File: config.mk
export PLATFORM = sky130hd
export DESIGN_NAME = wb_csrbrg
export DESIGN_NICKNAME = d
export VERILOG_FILES = /design/src/rtl/wb_csrbrg_pkg.sv /design/src/rtl/wb_csrbrg.sv
export SDC_FILE = /design/constraint.sdc
export NUM_CORES = 1
export LEC_CHECK = 0
export CORE_ASPECT_RATIO = 1.5
export CORE_UTILIZATION = 55
export DETAILED_ROUTE_END_ITERATION = 10
export DONT_BUFFER_PORTS = 1
export PLACE_DENSITY = 0.8
export SETUP_SLACK_MARGIN = 0.05
export SLEW_MARGIN = 20
export SYNTH_ARGS = -nofsm -noshare
export SYNTH_HDL_FRONTEND = slang
export SYNTH_SLANG_ARGS = --single-unit
File: constraint.sdc
create_clock -name sys_clk -period 3.7 [get_ports sys_clk]
set_input_delay 0.185 -clock sys_clk [delete_from_list [all_inputs] [get_ports sys_clk]]
set_output_delay 0.185 -clock sys_clk [all_outputs]
set_load 0.005 [all_outputs]
File: src/rtl/wb_csrbrg_pkg.sv
// wb_csrbrg_pkg: FSM state codes, Wishbone CTI codes and the byte-lane merge shared by wb_csrbrg
package wb_csrbrg_pkg;

    typedef logic [1:0] state_t;

    localparam state_t IDLE    = 2'd0;
    localparam state_t WR_ACK  = 2'd1;
    localparam state_t RD_WAIT = 2'd2;
    localparam state_t RD_CAP  = 2'd3;

    localparam logic [2:0] CTI_CLASSIC = 3'b000;
    localparam logic [2:0] CTI_EOB     = 3'b111;

    function automatic logic [31:0] byte_merge(input logic [31:0] old_d, input logic [31:0] new_d,
                                               input logic [3:0] sel);
        logic [31:0] out_d;
        out_d = old_d;
        for (int n = 0; n < 4; n++) out_d[8*n +: 8] = sel[n] ? new_d[8*n +: 8] : old_d[8*n +: 8];
        return out_d;
    endfunction

endpackage

File: src/rtl/wb_csrbrg.sv
// wb_csrbrg: Wishbone classic to CSR bus bridge; define WB_CSRBRG_RMW_EN to merge partial-byte writes by read-modify-write
module wb_csrbrg
    import wb_csrbrg_pkg::*;
#(
    parameter int CSR_ADDR_W = 14
) (
    input  logic                  sys_clk,
    input  logic                  sys_rst_n,
    input  logic [31:0]           wb_adr_i,
    input  logic [31:0]           wb_dat_i,
    output logic [31:0]           wb_dat_o,
    input  logic [2:0]            wb_cti_i,
    input  logic [3:0]            wb_sel_i,
    input  logic                  wb_we_i,
    input  logic                  wb_cyc_i,
    input  logic                  wb_stb_i,
    output logic                  wb_ack_o,
    output logic [CSR_ADDR_W-1:0] csr_a,
    output logic                  csr_we,
    output logic [31:0]           csr_do,
    input  logic [31:0]           csr_di
);

    state_t state;
    logic   req;
    logic   full_wr;
    logic   unused_ok;

    assign req = wb_cyc_i & wb_stb_i & ~wb_ack_o;

`ifdef WB_CSRBRG_RMW_EN
    assign full_wr   = wb_we_i & (wb_sel_i == 4'hF);
    assign unused_ok = &{1'b0, wb_cti_i, wb_adr_i[31:CSR_ADDR_W+2], wb_adr_i[1:0]};
`else
    assign full_wr   = wb_we_i;
    assign unused_ok = &{1'b0, wb_cti_i, wb_sel_i, wb_adr_i[31:CSR_ADDR_W+2], wb_adr_i[1:0]};
`endif

    always_ff @(posedge sys_clk or negedge sys_rst_n) begin
        if (!sys_rst_n) begin
            state    <= IDLE;
            wb_dat_o <= '0;
            wb_ack_o <= 1'b0;
            csr_a    <= '0;
            csr_we   <= 1'b0;
            csr_do   <= '0;
        end else begin
            case (state)
                IDLE: if (req) begin
                    csr_a <= wb_adr_i[CSR_ADDR_W+1:2];
                    if (full_wr) begin
                        csr_do   <= wb_dat_i;
                        csr_we   <= 1'b1;
                        wb_ack_o <= 1'b1;
                        state    <= WR_ACK;
                    end else begin
                        csr_we <= 1'b0;
                        state  <= RD_WAIT;
                    end
                end
                WR_ACK: begin
                    csr_we   <= 1'b0;
                    wb_ack_o <= 1'b0;
                    state    <= IDLE;
                end
                RD_WAIT: state <= wb_cyc_i ? RD_CAP : IDLE;
                RD_CAP: if (!wb_cyc_i) begin
                    state <= IDLE;
                end else begin
`ifdef WB_CSRBRG_RMW_EN
                    if (wb_we_i) begin
                        csr_do <= byte_merge(csr_di, wb_dat_i, wb_sel_i);
                        csr_we <= 1'b1;
                    end else
`endif
                    wb_dat_o <= csr_di;
                    wb_ack_o <= 1'b1;
                    state    <= WR_ACK;
                end
                default: state <= IDLE;
            endcase
        end
    end

endmodule
; Yosys cells after proc, flatten, opt, wreduce, memory -nomap -nowiden
; Cells that the tools add are included.
[totals]
word_cells = 35
reg_bits = 82
[op_classes]
n_reduce_logical = 8
bitwise_logic = 3
n_eq_ne = 6
n_mux = 12
[ops]
columns = operator, count
row1 = 2-bit one-hot mux with 4 select lines, 1
row2 = 1-bit 2-to-1 mux, 6
row3 = 2-bit 2-to-1 mux, 3
row4 = "2-bit != test, second input constant", 3
row5 = 2-bit AND reduction, 3
row6 = "2-bit == test, second input constant", 2
row7 = 4-bit AND reduction, 1
row8 = 1-bit one-hot mux with 3 select lines, 1
row9 = 3-bit AND reduction, 1
row10 = 3-bit nonzero test, 1
row11 = 1-bit bitwise AND, 2
row12 = "2-bit by 1-bit == test with 1-bit output, second input constant", 1
row13 = 2-bit zero test, 1
row14 = 1-bit one-hot mux with 2 select lines, 1
row15 = 2-bit nonzero test, 1
row16 = 1-bit NOT, 1

; Logic depth before layout (Yosys ltp)
[logic_depth]
word_depth = 4
ltp_mapped = 5

; Worst setup path before layout
; No wires, ideal clock.
[synth_timing]
path_kind = register to register
from = register state[1]
to = register csr_do[10]
stages_incl_launch_ff = 6
required_ps = 3575
n_path_buf = 2
path_slack_ps = 2216
synth_period_minus_slack_ps = 1484
t_arrival_ps = 1359
path_cell_list = dfrtp_1 -> nor3b_2 -> and3_1 -> buf_6 -> buf_6 -> mux2_4
[synth_via]
elab_chain_len = 2
[synth_rtl]
columns = item, line_no
row1 = from (decl), wb_csrbrg.sv:24  ; state_t state;
row2 = from (signal assigned), wb_csrbrg.sv:66  ; RD_WAIT: state <= wb_cyc_i ? RD_CAP : IDLE;
row3 = 2-bit zero test, wb_csrbrg.sv:48  ; case (state)
row4 = 3-bit AND reduction (no source line), --
row5 = to (signal assigned), wb_csrbrg.sv:52  ; csr_do <= wb_dat_i;
row6 = to (decl), wb_csrbrg.sv:20  ; output logic [31:0] csr_do,
; Every way passes these cells.
; A chain may end at the register's enable or synchronous reset.

; Worst setup path after layout
[layout_timing]
from = register wb_ack_o
to = register csr_do[31]
[layout_via]
elab_chain_len = 3
[layout_rtl]
columns = item, line_no
row1 = from (decl), wb_csrbrg.sv:17  ; output logic wb_ack_o,
row2 = from (signal assigned), wb_csrbrg.sv:43  ; wb_ack_o <= 1'b0;
row3 = from (signal assigned), wb_csrbrg.sv:54  ; wb_ack_o <= 1'b1;
row4 = from (signal assigned), wb_csrbrg.sv:63  ; wb_ack_o <= 1'b0;
row5 = 1-bit NOT, wb_csrbrg.sv:29  ; assign req = wb_cyc_i & wb_stb_i & ~wb_ack_o;
row6 = 1-bit bitwise AND, wb_csrbrg.sv:29
row7 = 3-bit AND reduction (no source line), --
; Every way passes these cells.

==> results by group <==
Global routing
  • Number of global-route vias before repair: roughly 2,200
  • First-pass GRT wire length: 11,100 um
  • Initial antenna violation count: 0
  • Largest net degree at the start of global routing: 83
  • GRT overflow: 0
  • Gr usage total: between 20 and 30%

Min path
  • HP Class: input pin to flip-flop

STA
  • Slew Viols, Final: 0
  • Final hold violations: 0
  • Setup TNS: 0 ns
  • FMAX: between 0.4 and 0.5 GHz
  • Setup Viol. Count Final: 0
  • WHS: around 0.11 ns
  • Post-route clock skew: between 0.007 and 0.008 ns
  • Final period util: slightly below 60%
  • Transition time of the tightest slew-check pin: slightly below 1 ns
  • Slew Limit Headroom: approximately a third
  • Unrepaired setup endpoints after global routing: false
  • Min Tclk post-route: between 2 and 2.5 ns
  • Final Worst Setup Slack: about 1.6 ns

Job
  • Maxcap violations: 0

Power and ir drop
  • Cell leakage power: 1.97 nW
  • Peak supply drop: between 0.4 and 0.5 mV
  • PwrDens: 641 nW/um^2
  • Design Power: about 2.7 mW

CTS
  • Clock Pin Slew Worst Setup and Hold Paths: approximately 0.080 ns
  • Post-CTS Setup Bufs: 0
  • Root buf cell: clkbuf_8
  • CTS max path bufs: 2
  • Clock sink total: 82
  • CTS Buf Count: 9
  • CTS tree: built
  • Max H-tree Level: 3
  • CTS-repair resized insts: 0
  • Skew-Pair Late Insertion Delay: roughly 0.33 ns
  • # hold bufs at CTS: 81

Place
  • IO buf count: 0
  • GPL Wtd Cong: 0.719
  • Estimated wirelength of the detail-placed design: roughly 4400 um
  • DP Worst Slack: approximately 1.6 ns

Setup path
  • Crit path arrival time: between 2 and 2.5 ns
  • Crit end category: flip-flop
  • WS Path Type: flip-flop to flip-flop
  • CP max FO: 33
  • CP Launch Type: flip-flop
  • WP data required: roughly 3.9 ns

Drt
  • Post-route ant nets: 0
  • Vias: 1,877
  • Final WL: approximately 7500 um
  • Drt via density: between 5 and 6
  • Remaining DRCs: 0
  • Initial DRT Pass Iterations: 4
  • DR iter-0 viols: 70
  • Routed len/inst: roughly 22 um

Die
  • Die X: 64.4 um
  • Height of the chip: between 90 and 100 um
  • # IOs: approximately 190
  • CORE AREA: around 5500 um^2
  • Effective utilization at floorplan: 58.1%
  • Die ar.: about 6200 um^2
  • Row count: 33

Synth
  • Unique cell type count in the Yosys netlist: 20
  • Post-Synthesis Cells: about 180
  • Register area share after synthesis: a little under two thirds
  • Yosys Warn Count: 0
  • Post-Syn Area: 3210 um^2
  • Synthesized flop and latch total: 82
  • Syn nets: 292
  • Post-synthesis area per instance: roughly 17 um^2

Finish
  • Area growth from synthesis to layout: 33.0%
  • Layout cells sized above 1: approximately 36%
  • Multi-input gate area: 1090 um^2
  • Reg area: 2050 um^2
  • Antenna cell count: 0
  • # fillers: 320
  • Final net count: ~380

Status
  • Outcome: complete, no violations
==> flip-flops by register name, summed over array words and instances (netlist names) <==
signal	count
wb_dat_o	32
csr_a	14
csr_we	1
csr_do	32
wb_ack_o	1
state	2
==> routing by layer <==
| layer | track usage (%) | share of wire, % | routed length (um) |
|---|---|---|---|
| met5 | 0 | 0 | 0 |
| met4 | 11.7 | 3.0 | 223 |
| met1 | 25.4 | 33 | 2470 |
| met3 | 8.01 | 7.6 | 572 |
| met2 | 46.1 | 57 | 4260 |
==> power by group <==
part           total [mW]  leakage [nW]  internal, mW  switching, mW
logic               0.562         0.853         0.397          0.165
clock network       0.649        0.0986         0.348          0.301
registers            1.53          1.02          1.23          0.299
total                2.74          1.97          1.98          0.765
==> final cells by class <==
cell class | instances | area share, %
clock buffer | 12 | 3.63
clock inverter | 4 | 1.17
inverter | 1 | 0.0878
multi-input combinational | 93 | 25.5
sequential | 82 | 48.0
tap | 70 | 2.05
timing repair buffer | 82 | 19.5
==> synthesized netlist by cell type <==
library cell / number / share of area [%]
dfrtp_1: 82 / 64
mux2_2: 49 / 17
mux2_4: 29 / 14
buf_6: 4 / 1.4
buf_2: 3 / 0.47
and3_1: 2 / 0.39
nor2b_1: 2 / 0.39
a21boi_0: 1 / 0.23
a21oi_1: 1 / 0.16
a31o_2: 1 / 0.27
buf_4: 1 / 0.23
inv_1: 1 / 0.12
nand2_1: 1 / 0.12
nand2b_1: 1 / 0.19
nand3_1: 1 / 0.16
nor2_1: 1 / 0.12
nor3b_2: 1 / 0.39
o211a_1: 1 / 0.31
o21a_1: 1 / 0.23
o22a_1: 1 / 0.27
==> cell usage in the layout (no fill, tap or decap), drive strengths merged, types with 2 or more instances in the layout <==
master        n
clkinvlp      2
mux2         78
dlygate4sd3  80
dfrtp        82
clkbuf       12
and3          2
nor2b         2
buf           2
==> kinds of logic after synthesis <==
family                 count (synthesis)  share of synthesized area (%)
flip-flops                            82                           63.8
multiplexers                          78                           30.7
AND/OR/NAND/NOR                        9                           1.75
buffers and inverters                  9                           2.22
AO/OA/AOI/OAI                          6                           1.48
==> worst max-delay path: stages (launching register included) <==
cell and delay [ns]:
dfrtp_1 0.44, nor2b_1 0.24, and3_2 0.89, mux2_2 0.42
==> worst paths after layout <==
kind                                  from          to  slack [ns]  cells past startpoint
worst max register to register    wb_ack_o  csr_do[31]        1.57                      3
min in group asynchronous        sys_rst_n  csr_do[18]        0.40                      2
worst max-delay path              wb_ack_o  csr_do[31]        1.57                      3
worst min register to register  csr_do[17]  csr_do[17]        0.54                      1
max in group asynchronous        sys_rst_n  csr_do[24]        2.96                      2
worst min-delay path               wb_we_i    state[1]        0.11                      2
==> stage by stage <==
stage	cells	utilization (%)	cell area [um^2]
floorplan	184	-	3210
global placement	247	58.6	3240
detailed placement	247	58.6	3240
CTS	344	77.3	4280
global route	344	77.3	4280
finish	344	77.3	4280
Note: power is estimated with default switching activity, not from simulation.
